`src/rtl/pipeline_hazard_ctrl.sv`:
```
// pipeline_hazard_ctrl
//   Central stall/flush sequencer for a 5-stage pipeline (IF_ID, ID_EX, EX_MEM, MEM_WB).
//   - Load-use hazard between a load in EX and its consumer in ID: one bubble.
//   - Taken branch / jump resolved in ID: flush IF/ID.
//   - Multi-cycle data memory (req/ack): freeze the whole pipe until ack.
//   - Holds the pipe idle until start_i, counts stall cycles, and traps a
//     hung memory as a sticky error that only reset clears.
//
// Ports
//   clk_i, rst_n_i              clock (rising edge), async active-low reset
//   start_i                     leave IDLE and begin execution
//   IDRegRs_i/IDRegRt_i         source registers of the instruction in ID
//   IDUsesRt_i                  ID instruction actually reads rt
//   EXMemRead_i/EXRegRt_i       load in EX and its destination register
//   Branch_i/Jump_i             taken branch / jump resolved in ID
//   MEMAccess_i, dmem_ack_i     MEM-stage access and memory completion
//   dmem_req_o                  data memory request
//   PCWrite_o, IFIDWrite_o      PC / IF_ID load enables
//   IFIDFlush_o, IDEXBubble_o   IF_ID clear, zero controls entering ID_EX
//   PipeStall_o                 hold ID_EX, EX_MEM, MEM_WB
//   err_o                       sticky memory timeout
//   stall_cnt_o                 saturating count of PCWrite_o=0 cycles in RUN/MEM_WAIT
//   state_dbg_o                 current FSM state (IDLE=0 RUN=1 MEM_WAIT=2 ERROR=3)
//
// Memory handshake: dmem_req_o is a request level. Once raised for an access
// it stays high until the cycle in which dmem_ack_i is seen (ack may come in
// the same cycle as the request); the access completes on that cycle's edge.
module pipeline_hazard_ctrl #(
  parameter int CNT_W     = 32,
  parameter int TIMEOUT_W = 8,
  parameter int TIMEOUT   = 200
) (
  input  logic             clk_i,
  input  logic             rst_n_i,
  input  logic             start_i,
  input  logic [4:0]       IDRegRs_i,
  input  logic [4:0]       IDRegRt_i,
  input  logic             IDUsesRt_i,
  input  logic             EXMemRead_i,
  input  logic [4:0]       EXRegRt_i,
  input  logic             Branch_i,
  input  logic             Jump_i,
  input  logic             MEMAccess_i,
  input  logic             dmem_ack_i,
  output logic             dmem_req_o,
  output logic             PCWrite_o,
  output logic             IFIDWrite_o,
  output logic             IFIDFlush_o,
  output logic             IDEXBubble_o,
  output logic             PipeStall_o,
  output logic             err_o,
  output logic [CNT_W-1:0] stall_cnt_o,
  output logic [1:0]       state_dbg_o
);

  typedef enum logic [1:0] {
    IDLE     = 2'd0,
    RUN      = 2'd1,
    MEM_WAIT = 2'd2,
    ERROR    = 2'd3
  } state_t;

  state_t               state, state_next;
  logic [TIMEOUT_W-1:0] timer;
  logic                 load_use;

  localparam logic [TIMEOUT_W-1:0] TIMEOUT_VAL = TIMEOUT_W'(TIMEOUT);

  // $0 is never a real dependency, so a load targeting it never stalls.
  assign load_use = EXMemRead_i && (EXRegRt_i != 5'd0) &&
                    ((EXRegRt_i == IDRegRs_i) ||
                     (IDUsesRt_i && (EXRegRt_i == IDRegRt_i)));

  always_ff @(posedge clk_i or negedge rst_n_i) begin
    if (!rst_n_i) begin
      state <= IDLE;
    end else begin
      state <= state_next;
    end
  end

  always_comb begin
    state_next   = state;
    dmem_req_o   = 1'b0;
    PCWrite_o    = 1'b1;
    IFIDWrite_o  = 1'b1;
    IFIDFlush_o  = 1'b0;
    IDEXBubble_o = 1'b0;
    PipeStall_o  = 1'b0;
    err_o        = 1'b0;

    case (state)
      IDLE: begin
        PCWrite_o    = 1'b0;
        IFIDWrite_o  = 1'b0;
        IFIDFlush_o  = 1'b1;
        IDEXBubble_o = 1'b1;
        if (start_i) state_next = RUN;
      end

      RUN, MEM_WAIT: begin
        // In MEM_WAIT the request is held regardless; in RUN it follows MEM.
        dmem_req_o = (state == MEM_WAIT) || MEMAccess_i;
        if (dmem_req_o && !dmem_ack_i) begin
          // Memory still busy: freeze everything in place.
          PCWrite_o   = 1'b0;
          IFIDWrite_o = 1'b0;
          PipeStall_o = 1'b1;
          if (state == RUN) begin
            state_next = MEM_WAIT;
          end else if (timer == TIMEOUT_VAL) begin
            state_next = ERROR;
          end
        end else begin
          // Pipe advances this cycle; remaining hazards resolved in priority.
          state_next = RUN;
          if (load_use) begin
            // Branch/jump in ID is ignored here; it is re-evaluated next cycle.
            PCWrite_o    = 1'b0;
            IFIDWrite_o  = 1'b0;
            IDEXBubble_o = 1'b1;
          end else if (Branch_i || Jump_i) begin
            IFIDFlush_o = 1'b1;
          end
        end
      end

      ERROR: begin
        PCWrite_o   = 1'b0;
        IFIDWrite_o = 1'b0;
        PipeStall_o = 1'b1;
        err_o       = 1'b1;
      end

      default: state_next = IDLE;
    endcase
  end

  // timer holds the number of cycles the current access has waited without ack;
  // the RUN cycle that raised the request counts as the first.
  always_ff @(posedge clk_i or negedge rst_n_i) begin
    if (!rst_n_i) begin
      timer <= '0;
    end else if (state == RUN && state_next == MEM_WAIT) begin
      timer <= TIMEOUT_W'(1);
    end else if (state == MEM_WAIT && state_next == MEM_WAIT) begin
      timer <= timer + TIMEOUT_W'(1);
    end else begin
      timer <= '0;
    end
  end

  always_ff @(posedge clk_i or negedge rst_n_i) begin
    if (!rst_n_i) begin
      stall_cnt_o <= '0;
    end else if ((state == RUN || state == MEM_WAIT) && !PCWrite_o &&
                 (stall_cnt_o != {CNT_W{1'b1}})) begin
      stall_cnt_o <= stall_cnt_o + CNT_W'(1);
    end
  end

  assign state_dbg_o = state;

endmodule
```
`config.mk`:
```
export PLATFORM = sky130hd
export DESIGN_NAME = pipeline_hazard_ctrl
export DESIGN_NICKNAME = d
export VERILOG_FILES = /design/src/rtl/pipeline_hazard_ctrl.sv
export SDC_FILE = /design/constraint.sdc
export NUM_CORES = 1
export LEC_CHECK = 0
export ABC_AREA = 1
export BUFFER_PORTS_ARGS = -buffer_cell sky130_fd_sc_hd__buf_2
export CORE_UTILIZATION = 41
export CTS_BUF_LIST = sky130_fd_sc_hd__clkbuf_8
export DETAILED_ROUTE_END_ITERATION = 12
export GPL_ROUTABILITY_DRIVEN = 1
export PLACE_DENSITY_LB_ADDON = 0.2
export SETUP_SLACK_MARGIN = 0.05
export SYNTH_ARGS = -nofsm -noshare
export SYNTH_HDL_FRONTEND = slang
export SYNTH_SLANG_ARGS = --single-unit
```
`constraint.sdc`:
```
create_clock -name clk_i -period 1.7 [get_ports clk_i]
set_input_delay 0.34 -clock clk_i [delete_from_list [all_inputs] [get_ports clk_i]]
set_output_delay 0.34 -clock clk_i [all_outputs]
set_load 0.02 [all_outputs]
```
-- Word level (Yosys, flattened, before mapping)
Index checks and enable logic that the tools add are counted.
W data, S select, Z words.
- register bits after elaboration: 42
- input bits: 24
- output and inout port bits: 41
- logic and storage cells: 52
- add/subtract/negate cells: 2
- eq/ne operators: 8
- muxes and demuxes: 21
- reductions and logical operators: 18
- operators with widths (kind ; number):
    $add A32 B1 Y32 const B ; 1
    $ne A32 B32 Y1 const B ; 1
    $mux W8 ; 2
    $eq A5 B5 Y1 ; 2
    $mux W1 ; 10
    $add A8 B1 Y8 const B ; 1
    $eq A8 B8 Y1 const B ; 1
    $logic_and A1 B1 Y1 ; 8
    $mux W2 ; 4
    $pmux W1 S2 ; 4
    $eq A2 B2 Y1 const B ; 3
    $reduce_bool A5 Y1 ; 1
    $logic_or A1 B1 Y1 ; 4
    $pmux W2 S2 ; 1
    $reduce_or A2 Y1 ; 2
    $eq A2 B1 Y1 const B ; 1
    $logic_not A1 Y1 ; 2
    $logic_not A2 Y1 ; 1

-- Depth between registers and ports, before layout
Gate-level depths: netlist of run 1.
- depth in word-level cells: 10
- mapped depth: 12
- depth with buffers taken out: 11

-- Least setup slack after synthesis of run 1
No wires, ideal clock.
- path kind: reg2out
- start point: reg state[0] (netlist: state_dbg_o[0])
- end point: out PCWrite_o
- arrival time: 1822 ps
- data required time: 1360 ps
- slack: -462 ps
- stages on the path, launching flop included: 10
- path buffers: 2
- cells stage by stage: dfrtp_1 > inv_1 > ha_1 > inv_1 > a21oi_2 > nor2_1 > nand2_2 > buf_2 > inv_1 > buf_4
- cells in the longest elaborated chain, start to end: 5
- elaborated cells on any way between the ends: 10
- classes of those cells: eq/ne (3); mux (2); reduce/logical (5)
- RTL lines (item ; RTL line ; RTL):
    from (decl) ; 63 ; state_t state, state_next;
    from (signal assigned) ; 78 ; state <= state_next;
    $eq A2 B2 Y1 ; -- ;
    $logic_or A1 B1 Y1 ; 103 ; dmem_req_o = (state == MEM_WAIT) || MEMAccess_i;
    $logic_and A1 B1 Y1 ; 104 ; if (dmem_req_o && !dmem_ack_i) begin
    $mux W1 ; -- ;
    $pmux W1 S2 (*) ; -- ;
    to (decl) ; 46 ; output logic PCWrite_o,
Mark *: on every way between the ends. The rest lies on a longest branch, timed or not.

-- Final worst setup path of run 1
- start point: reg state[1] (netlist: state_dbg_o[1])
- end point: out IDEXBubble_o
- cells in the longest elaborated chain, start to end: 5
- elaborated cells on any way between the ends: 8
- classes of those cells: eq/ne (2); mux (2); reduce/logical (4)
- RTL lines (item ; RTL line ; RTL):
    $eq A2 B2 Y1 ; 92, 103 ;
    $logic_or A1 B1 Y1 ; 103 ;
    $logic_and A1 B1 Y1 ; 104 ;
    $mux W1 ; 104 ;
    $pmux W1 S2 (*) ; 92 ; case (state)
    to (decl) ; 49 ; output logic IDEXBubble_o,
Marks and branches as above.

==> qor.txt, run 1 <==
via count -> 3499
worst vdd ir -> 0.000500 V
Total GRT Usage -> 23.8%
Synth Warn # -> 0
status -> complete, but fails checks
die height -> 89.0 um
RSZ-0062 raised after global routing -> true
I/O pins -> 65
final WL -> 9450 um
Area Growth Syn to Fin -> 47.6%
Pre-Repair DR Iteration Count -> 5
Leak -> 2.35 nW
synth top area cells -> dfrtp_1 (34%), nand2_1 (24%), nor2_1 (8.5%), nand4_1 (6.6%), inv_1 (4.2%)
CTS tree -> done
cell taking the most area after synthesis -> dfrtp_1
setup ws final -> -0.252 ns
synthesized area per cell -> 6.54 um^2
H-tree levels -> 2
Hold/Removal Path Class -> in2async
residual DRC count -> 0
skew final -> 0.00286 ns
Design Power -> 5.03 mW
first-pass GRT wire length -> 14600 um
fin crit period -> 1.95 ns
setup tns final -> -4.87 ns
largest net degree at the start of global routing -> 27
hold slack -> 0.515 ns
worst path required time -> 1.36 ns
Num CTS Buffers -> 5
period utilisation layout -> 115%
row cnt -> 31
CP Capture Type -> output port
worst-margin pin slew -> 0.442 ns
most frequent cells in the layout -> nand2_1 (157), nor2_1 (61), buf_2 (57)
Seq/Total Area, Yosys -> 33.8%
# setup viols final -> 46
die width -> 89.0 um
clock buffer depth -> 2
die area -> 7930 um^2
syn_nets -> 506
Post-DRT Antenna Nets -> 0
DRT iter0 DRCs -> 209
final hold viol count -> 0
WL per Instance -> 13.7 um
diode count -> 0
vias in the first global route -> 3169
total clock sinks -> 42
PD cells -> 1100 nW/um^2
dpl ws -> -0.0377 ns
Rel. slew slack -> 70.4%
Slew Viols, Final -> 0
Max Freq -> 0.512 GHz
core area -> 7290 um^2
initial antenna violation count -> 0
nets@finish -> 622
crit path max fanout -> 3
failing checks -> negative setup slack
Worst-path clk slew -> 0.08 ns
synthesized instance count -> 475
Yosys cell types -> 26
Root Driver -> clkbuf_8
Worst setup SP type -> register
# Max-Cap Violations -> 0
commonest non-fill, non-tap cell in the layout -> nand2_1
total gr overflow -> 0
Mapped Area -> 3110 um^2
kind of critical path -> reg2out
flops & latches, synth -> 42
post-synth top area share -> 33.8%
worst-skew pair later-pin latency -> 0.30 ns
initial cell density of the core -> 42.6%
I/O Buffers -> 64
DP HPWL -> 6700 um
Final GP Congestion -> 0.880
share of post-route cells with drive strength above 1 -> 36.8%
crit path DAT -> 1.61 ns
Vias/cell -> 5.06
## registers in the layout, summed over array words and instances, names as in the netlist
signal       flops
timer            8
state_dbg_o      2
stall_cnt_o     32
## worst paths after layout
path                       slack, ns         endpoint  cells past startpoint      startpoint
setup / recovery               -0.25     IDEXBubble_o                      7  state_dbg_o[1]
hold / removal                  0.52   state_dbg_o[1]                      2         rst_n_i
setup reg to reg               -0.12   stall_cnt_o[8]                     11  state_dbg_o[0]
hold reg to reg                 0.54   stall_cnt_o[2]                      2  stall_cnt_o[2]
max in group asynchronous       0.70  stall_cnt_o[16]                      3         rst_n_i
min in group clk_i              0.54   stall_cnt_o[2]                      2  stall_cnt_o[2]
## metal layers
metal / share of wire (%) / global-route usage, % / vias to the layer above
li1: - / - / 1733
met1: 48 / 34.1 / 1621
met2: 45 / 38.1 / 121
met3: 5.1 / 2.86 / 24
met4: 2.2 / 6.49 / 0
met5: 0 / 0 / -
## repair_timing
action / in CTS / in global routing
setup endpoints to repair: 47 / 48
resized for setup: 41 / 72
pin swaps: 5 / 6
gates cloned: 1 / 3
endpoints found under the hold margin: 16 / 0
setup buffers: 5 / 6
hold buffers: 1 / 0
## cell type report
| class | instances | area, um^2 |
|---|---|---|
| flip-flops and latches | 42 | 1060 |
| fillers | 692 | 2710 |
| clock inverters | 3 | 40.0 |
| well taps | 99 | 124 |
| clock buffers | 5 | 68.8 |
| inverters | 41 | 166 |
| repair buffers | 123 | 977 |
| multi-input cells | 378 | 2150 |
## cell families after synthesis
group,synth area share [%]
compound gates,2.26
flops,33.8
fa+ha+maj,2.82
buf+inv,7.70
simple gates,47.2
xor+xnor,6.20
## critical path, cell delays in order (launching register included)
cell     delay [ns]
dfrtp_2        0.42
inv_2          0.07
ha_4           0.28
inv_4          0.04
nor2_4         0.14
nand3_2        0.11
a21oi_4        0.13
buf_6          0.13
## Yosys cell counts, drive strengths merged
cell,instances
inv,41
xor2,14
nand3b,16
o21ai,2
buf,11
nand3,15
nor3,1
nand4,33
dfrtp,42
clkbuf,3
a21o,1
nand2,198
a21oi,9
xnor2,8
or2,1
nor2,73
ha,7
## power breakdown
part           internal (mW)  switching [mW]
logic                   1.40            1.67
clock network          0.433           0.370
registers               1.07          0.0747
## through the flow
step	util, %	cells	instance area (um^2)
floorplan	-	475	3200
global route	62.9	691	4580
detailed placement	53.5	669	3900
finish	62.9	691	4580
global placement	53.5	669	3900
CTS	58.0	684	4230
No activity file was read; power rests on OpenSTA's default activity.
==> inputs of run 2 (changes only) <==
Settings changed: CORE_UTILIZATION 41 to 39, TNS_END_PERCENT set to 30.
==> run 2 against run 1 <==
Against the previous run:
- clock power decreased by 17%
- wire length fell by 6.5%
- largest power group unchanged
- cell count decreased by 0.14%
- clock-buffer cell count increased by 1
- non-clock buffer count decreased by 4
- via count down 3.8%
- global-route usage decreased by 1.5 points
- the run still ends with negative setup slack left
- sequential share of layout area is 1.4 points higher
- utilization down 6.9 points
- critical endpoint unchanged
- largest cell class unchanged
- sequential power barely moved
==> qor.txt, run 2 (synthesis results as in run 1) <==
status -> complete, but fails checks
failing checks -> negative setup slack
final WL -> 8840 um
total gr overflow -> 0
skew final -> 0.00634 ns
largest net degree at the start of global routing -> 43
total clock sinks -> 42
Area Growth Syn to Fin -> 39.3%
setup ws final -> -0.247 ns
core area -> 7730 um^2
via count -> 3366
first-pass GRT wire length -> 14800 um
Leak -> 2.24 nW
Placed Instances -> 674
worst-skew pair later-pin latency -> 0.29 ns
diode count -> 0
WL per Instance -> 12.8 um
DRT iter0 DRCs -> 210
kind of critical path -> reg2out
Root Driver -> clkbuf_8
hold slack -> 0.00425 ns
die area -> 8320 um^2
crit path launch -> state_dbg_o[1]
Pre-Repair DR Iteration Count -> 4
r2r startpoint -> state_dbg_o[0]
nets@finish -> 618
worst reg2reg path endpoint -> stall_cnt_o[12]
Final GP Congestion -> 0.862
Post-DRT Antenna Nets -> 0
residual DRC count -> 0
worst path required time -> 1.36 ns
period utilisation layout -> 115%
share of post-route cells with drive strength above 1 -> 31.3%
CP Capture Type -> output port
Worst-path clk slew -> 0.08 ns
Rel. slew slack -> 77.3%
initial antenna violation count -> 0
Max Freq -> 0.514 GHz
# Max-Cap Violations -> 0
Worst setup SP type -> register
H-tree levels -> 2
clock buffer depth -> 2
FF-to-FF path depth -> 11
Total GRT Usage -> 22.3%
Hold/Removal Path Class -> in2async
Slew Viols, Final -> 0
PD cells -> 1010 nW/um^2
RSZ-0062 raised after global routing -> true
most frequent cells in the layout -> nand2_1 (178), nor2_1 (66), buf_2 (57)
die height -> 91.2 um
fin crit period -> 1.95 ns
I/O pins -> 65
die width -> 91.2 um
R2R setup slack -> -0.06 ns
commonest non-fill, non-tap cell in the layout -> nand2_1
# setup viols final -> 38
final hold viol count -> 0
Vias/cell -> 4.88
row cnt -> 32
worst vdd ir -> 0.000636 V
Design Power -> 4.37 mW
CTS tree -> done
most flop-heavy register -> stall_cnt_o
max FFs per register -> 32
I/O Buffers -> 64
fin cells -> 690
Num CTS Buffers -> 5
crit path max fanout -> 3
vias in the first global route -> 3182
crit path DAT -> 1.61 ns
initial cell density of the core -> 40.2%
DP HPWL -> 6600 um
worst-margin pin slew -> 0.340 ns
run 2: final cells by class:
class,instances,area [um^2]
clock inverter,2,8.76
multi-input combinational,378,2010
timing repair buffer,119,872
clock buffer,6,82.6
inverter,41,164
fill,739,3400
sequential,42,1060
tap,102,128
run 2: metrics by stage:
step	TNS (ns)	setup slack (ns)	instance area (um^2)	utilization, %
4_1_cts	-1.20	-0.267	4190	54.2
5_1_grt	-5.71	-0.328	4330	56.0
6_report	-2.08	-0.247	4330	56.0
3_3_place_gp	-0.568	-0.120	3930	50.8
2_1_floorplan	-0.369	-0.0689	3200	-
3_5_place_dp	-0.665	-0.0937	3930	50.8
run 2: power by group:
group / switching, mW / internal, mW
logic: 1.44 / 1.11
registers: 0.0769 / 1.07
clock network: 0.344 / 0.322
total: 1.86 / 2.50
run 2: worst max-delay path by stage:
stage	to	slack (ns)	cells after the start
floorplan	PCWrite_o	-0.07	9
global placement	IFIDFlush_o	-0.12	9
detailed placement	timer[5]	-0.09	10
CTS	IFIDFlush_o	-0.27	7
global route	IDEXBubble_o	-0.33	7
finish	IDEXBubble_o	-0.25	7
run 2: metal layers:
metal,GRT usage (%),part of all wire [%],vias up
met2,36.8,46,73
met1,29.9,48,1550
met5,0,0,-
li1,-,-,1733
met4,7.28,1.2,0
met3,3.18,4.6,10
run 2: what timing repair did:
item | CTS | global route
pin swaps | 8 | 6
hold endpoints to repair | 0 | 0
endpoints found under the setup margin | 47 | 48
gates resized for setup | 34 | 26
hold buffers | 0 | 0
buffers inserted | 4 | 1
cloned | 0 | 3
run 2: critical path, cell delays in order (launching register included):
cell and delay, ns:
dfrtp_2 0.41, inv_2 0.06, ha_4 0.28, inv_4 0.04, nor2_4 0.14, nand3_2 0.12, a21oi_4 0.13, buf_6 0.13
